===== src/rtl/dmem_arbiter.sv =====
// rtl/dmem_arbiter.sv - two-port round-robin arbiter/sequencer in front of the single-port data memory
module dmem_arbiter #(
  parameter int AW = 32,
  parameter int DW = 32
) (
  input  logic          clk,
  input  logic          rst,
  input  logic [1:0]    req_valid,
  output logic [1:0]    req_ready,
  input  logic          req_we0,
  input  logic          req_we1,
  input  logic          req_sign0,
  input  logic          req_sign1,
  input  logic [1:0]    req_size0,
  input  logic [1:0]    req_size1,
  input  logic [AW-1:0] req_addr0,
  input  logic [AW-1:0] req_addr1,
  input  logic [DW-1:0] req_wdata0,
  input  logic [DW-1:0] req_wdata1,
  output logic [1:0]    resp_valid,
  output logic [DW-1:0] resp_rdata,
  output logic          resp_err,
  output logic          mem_WE,
  output logic          mem_ExtSign,
  output logic [1:0]    mem_MemSize,
  output logic [AW-1:0] mem_addr,
  output logic [DW-1:0] mem_WD,
  input  logic [DW-1:0] mem_read
);

  typedef enum logic [1:0] {
    IDLE   = 2'd0,
    ACCESS = 2'd1,
    RESP   = 2'd2
  } state_t;

  state_t state, state_nx;

  logic          last_grant;
  logic          grant;
  logic          hs;

  logic          owner_q;
  logic          we_q;
  logic          sign_q;
  logic [1:0]    size_q;
  logic [AW-1:0] addr_q;
  logic [DW-1:0] wdata_q;
  logic          err_q;
  logic [DW-1:0] rdata_q;

  logic          sel_we;
  logic          sel_sign;
  logic [1:0]    sel_size;
  logic [AW-1:0] sel_addr;
  logic [DW-1:0] sel_wdata;
  logic          sel_err;

  // Round-robin pick: a lone requester wins, a tie goes to whoever did not win last
  always_comb begin
    grant = req_valid[1];
    if (req_valid == 2'b11) begin
      grant = ~last_grant;
    end
  end

  // Mux the granted requester's fields and pre-check alignment before anything reaches memory
  always_comb begin
    sel_we    = grant ? req_we1    : req_we0;
    sel_sign  = grant ? req_sign1  : req_sign0;
    sel_size  = grant ? req_size1  : req_size0;
    sel_addr  = grant ? req_addr1  : req_addr0;
    sel_wdata = grant ? req_wdata1 : req_wdata0;
    sel_err   = (sel_size == 2'b11) |
                ((sel_size == 2'b01) & sel_addr[0]) |
                ((sel_size == 2'b10) & (sel_addr[1:0] != 2'b00));
  end

  // Next-state and handshake/response strobes
  always_comb begin
    state_nx   = state;
    req_ready  = 2'b00;
    resp_valid = 2'b00;
    hs         = 1'b0;
    case (state)
      IDLE: begin
        if (|req_valid) begin
          req_ready = grant ? 2'b10 : 2'b01;
          hs        = 1'b1;
          state_nx  = ACCESS;
        end
      end
      ACCESS: begin
        state_nx = RESP;
      end
      RESP: begin
        resp_valid = owner_q ? 2'b10 : 2'b01;
        state_nx   = IDLE;
      end
      default: begin
        state_nx = IDLE;
      end
    endcase
  end

  // Memory port is only live during ACCESS; reset kills the write enable immediately
  always_comb begin
    mem_WE      = 1'b0;
    mem_ExtSign = 1'b0;
    mem_MemSize = 2'b00;
    mem_addr    = '0;
    mem_WD      = '0;
    if (state == ACCESS) begin
      mem_WE      = we_q & ~err_q & ~rst;
      mem_ExtSign = sign_q;
      mem_MemSize = size_q;
      mem_addr    = addr_q;
      mem_WD      = wdata_q;
    end
  end

  // State register
  always_ff @(posedge clk) begin
    if (rst) begin
      state <= IDLE;
    end else begin
      state <= state_nx;
    end
  end

  // Remember the last winner so ties alternate; reset favours requester 0
  always_ff @(posedge clk) begin
    if (rst) begin
      last_grant <= 1'b1;
    end else if (hs) begin
      last_grant <= grant;
    end
  end

  // Capture the granted request so the requester is free to move on after the handshake
  always_ff @(posedge clk) begin
    if (rst) begin
      owner_q <= 1'b0;
      we_q    <= 1'b0;
      sign_q  <= 1'b0;
      size_q  <= 2'b00;
      addr_q  <= '0;
      wdata_q <= '0;
      err_q   <= 1'b0;
    end else if (hs) begin
      owner_q <= grant;
      we_q    <= sel_we;
      sign_q  <= sel_sign;
      size_q  <= sel_size;
      addr_q  <= sel_addr;
      wdata_q <= sel_wdata;
      err_q   <= sel_err;
    end
  end

  // Sample read data at the end of ACCESS; stores and errors return zero
  always_ff @(posedge clk) begin
    if (rst) begin
      rdata_q <= '0;
    end else if (state == ACCESS) begin
      rdata_q <= (!we_q && !err_q) ? mem_read : '0;
    end
  end

  assign resp_rdata = rdata_q;
  assign resp_err   = err_q;

endmodule


===== config.mk =====
export PLATFORM = sky130hd
export DESIGN_NAME = dmem_arbiter
export DESIGN_NICKNAME = d
export VERILOG_FILES = /design/src/rtl/dmem_arbiter.sv
export SDC_FILE = /design/constraint.sdc
export NUM_CORES = 1
export LEC_CHECK = 0
export ABC_CLOCK_PERIOD_IN_PS = 2680
export CORE_ASPECT_RATIO = 0.6
export CORE_MARGIN = 2
export CORE_UTILIZATION = 40
export DETAILED_ROUTE_END_ITERATION = 10
export PLACE_DENSITY = 0.89
export SETUP_SLACK_MARGIN = 0.05
export SLEW_MARGIN = 0
export SYNTH_ARGS = -nofsm -noshare
export SYNTH_HDL_FRONTEND = slang
export SYNTH_SLANG_ARGS = --single-unit

===== constraint.sdc =====
create_clock -name clk -period 2.68 [get_ports clk]
set_input_delay 0.536 -clock clk [delete_from_list [all_inputs] [get_ports clk]]
set_output_delay 0.536 -clock clk [all_outputs]
set_load 0.01 [all_outputs]

==> key figures <==
STA
  – Final setup violation count: 0
  – Relative slew slack: 0.2147
  – Slew Limit Fails: 0
  – Slew of the pin with the lowest slew margin: 1.174 ns
  – Hold Fails Final Rpt: 0
  – Max Freq: 393.2 MHz
  – Setup slack after layout: 0.1371 ns
  – Tcrit/Tclk final: 0.9489
  – Skew final: 0.005853 ns
  – Setup TNS: 0 ns
  – Clock period minus worst slack: 2.543 ns
  – Unrepaired setup endpoints after global routing: false

Die
  – Core area: 10630 um2
  – Chip width: 139.4 um
  – Starting Density: 0.4141
  – Row count: 29
  – Die footprint: 11890 um2
  – I/O pin cnt: 277
  – Die height: 85.27 um

Yosys
  – Post-synthesis compound-gate area fraction: 0.2126
  – Synth unique cells: 28
  – Sequential fraction of the synthesis area: 0.4774
  – Synthesized instance count: 470
  – Synth area leaders: dfxtp_1, a222oi_1, and2_1, nor2_1, a22oi_1
  – Largest family of logic cells by synthesized area: compound AO/OA/AOI/OAI gates
  – Simple-gate share of the synthesized area: 0.2029
  – Synth Warn #: 0
  – Cell taking the most area after synthesis: dfxtp_1
  – Post-synth top area share: 0.4774
  – Syn Nets: 642
  – Post-Syn Area: 4403 um2
  – Post-synthesis adder-cell area fraction: 0
  – Synth Area in XOR/XNOR: 0
  – Avg Inst Size Synth: 9.368 um2
  – Flops & latches, synth: 105
  – Mux cell area share after synthesis: 0.05229

Clock network
  – H-tree levels: 3
  – Clock latency at the later pin of the worst-skew pair: 0.34 ns
  – Clock tree buffer depth: 2
  – Hold buffers post-CTS: 0
  – CTS buffer count: 9
  – Clk pin slew, worst setup/hold paths: 0.07 ns
  – Post-CTS setup buffer count: 0
  – Clock tree from TritonCTS: yes
  – Clock sink count: 105
  – Post-cts sizing count: 0
  – Clock Tree Root: clkbuf_16

Setup path
  – CP Launch Type: input pin
  – Crit path buffers/inverters: 2
  – CP Capture Type: output pin
  – Critical Path RT: 2.14 ns
  – Crit Path Max Fanout: 4
  – Worst endpoint data arrival time: 2.01 ns
  – Slowest cell delay on critical path: 0.57 ns
  – WS Path Type: in -> out
  – Delay-heaviest family, CP: buffers and inverters
  – Worst path most repeated cell: clkdlybuf4s50_1
  – Critical-path top delay cell: clkdlybuf4s50_1
  – CP Cell Sequence: clkdlybuf4s50_1 > a21boi_4 > and2_4 > clkdlybuf4s50_1

Power
  – Leak pwr: 2.839 nW
  – Peak VDD IR: 0.0003693 V
  – Cell Pwr Density: 552.0 nW/um2
  – Power, Total: 4.167 mW

Final layout
  – Ratio of cells with drive above 1 in the final layout: 0.04426
  – Antenna diodes: 0
  – Layout area overhead: 71.47%
  – Non-Filler Instances: 862
  – # nets final: 890
  – Util after Layout: 0.7101

Place
  – Inst Count DP: 846
  – Final HPWL DP: 11170 um
  – DP Worst Slack: 0.1324 ns
  – Routability congestion estimate: 0.8556
  – Buffers added on ports: 276

Global route
  – First-pass GRT wire length: 24050 um
  – Largest net degree at the start of global routing: 106
  – Initial antenna violation count: 0
  – Gr usage total: 0.2515
  – Total gr overflow: 0
  – Vias in the first global route: 4724

Outcome
  – Status: finished clean

Routing
  – DRC Markers: 0
  – Via count: 4704
  – Metal2 WL: 7673 um
  – WL per Instance: 17.83 um
  – Routed Antenna Nets: 0
  – Top Metal Used: met4
  – DRT iter0 DRCs: 382
  – WL final: 15370 um
  – Pre-antenna DRT Iters: 8
  – Wl on met1: 5992 um
  – Vias per inst: 5.457
  – Met3 Routed Length: 1336 um

Flow run
  – Max cap viols: 0

Worst hold path
  – Hold WC Path Type: reg -> reg
-- cells by family (layout without fill, tap and decap cells) --
logic type	after synthesis	after routing
simple gates	183	183
flops	105	105
compound gates	110	110
buf+inv	49	302
mux	23	23
-- Yosys cell counts --
master	count
o21ai_0	1
o31ai_1	1
buf_4	2
a222oi_1	45
mux2i_1	23
nor2b_1	1
a21oi_1	1
o21a_1	3
a22oi_1	32
buf_6	4
a21boi_1	1
o221ai_1	1
nand2b_1	2
and3_1	1
and3b_1	1
and2_4	1
nor2_1	106
and2_1	67
dfxtp_1	105
buf_1	1
nor4b_1	1
clkbuf_1	26
a21o_1	1
a211o_1	1
nor3b_1	2
a211oi_1	23
buf_2	16
nor3_2	1
-- worst paths after layout --
path	from	endpoint	slack [ns]	depth (start not counted)
max	req_valid[1]	req_ready[1]	0.14	4
min	wdata_q[7]$_SDFFE_PP0P_	wdata_q[7]$_SDFFE_PP0P_	0.49	2
max reg2reg	state[1]$_SDFFE_PP0P_	resp_rdata[28]$_SDFFE_PP0P_	0.73	4
min reg2reg	wdata_q[7]$_SDFFE_PP0P_	wdata_q[7]$_SDFFE_PP0P_	0.49	2
-- area by class of cell --
cell class / instances / area (um2)
repair buffers: 286 / 2848
fillers: 769 / 3082
well taps: 139 / 173.9
flip-flops and latches: 105 / 2102
multi-input cells: 316 / 2097
clock inverters: 5 / 86.33
clock buffers: 11 / 242.7
-- placed cells by master (no fill, tap or decap), types with 9 or more instances in the layout --
cell type | synthesis | routed
mux2i_1 | 23 | 23
dfxtp_1 | 105 | 105
buf_4 | 2 | 10
clkbuf_16 | 0 | 9
and2_1 | 67 | 67
a22oi_1 | 32 | 32
nor2_1 | 106 | 106
a211oi_1 | 23 | 23
clkdlybuf4s50_1 | 0 | 275
a222oi_1 | 45 | 45
-- through the flow --
| step | cell area, um2 | hold WS (ns) |
|---|---|---|
| after floorplan | 4403 | 0.4498 |
| after global placement | 7221 | 0.4681 |
| after detailed placement | 7221 | 0.4801 |
| after CTS | 7550 | 0.4972 |
| after global routing | 7550 | 0.5171 |
| final | 7550 | 0.4928 |
-- worst register-to-register path, delay by kind of cell (launching register included) --
family	cells	cell delay, ns
and+or+nand+nor	3	1.32
DFF	1	0.36
AOI/OAI and AO/OA	1	0.19
-- routing by layer --
layer,track usage,up-vias
li1,-,2209
met1,0.2884,2210
met2,0.4594,256
met3,0.06716,29
met4,0.08264,0
met5,0,-
-- sequential cells by signal, indices dropped and copies added, names as in the netlist --
name	flops
addr_q	32
resp_rdata	32
wdata_q	32
size_q	2
state	2
last_grant	1
owner_q	1
resp_err	1
sign_q	1
we_q	1
-- power by group --
group	total (mW)	switching, mW	internal [mW]
clock network	1.43	0.581	0.854
registers	1.77	0.0757	1.70
logic	0.959	0.419	0.539
total	4.17	1.08	3.09
No activity file was read; power rests on OpenSTA's default activity.
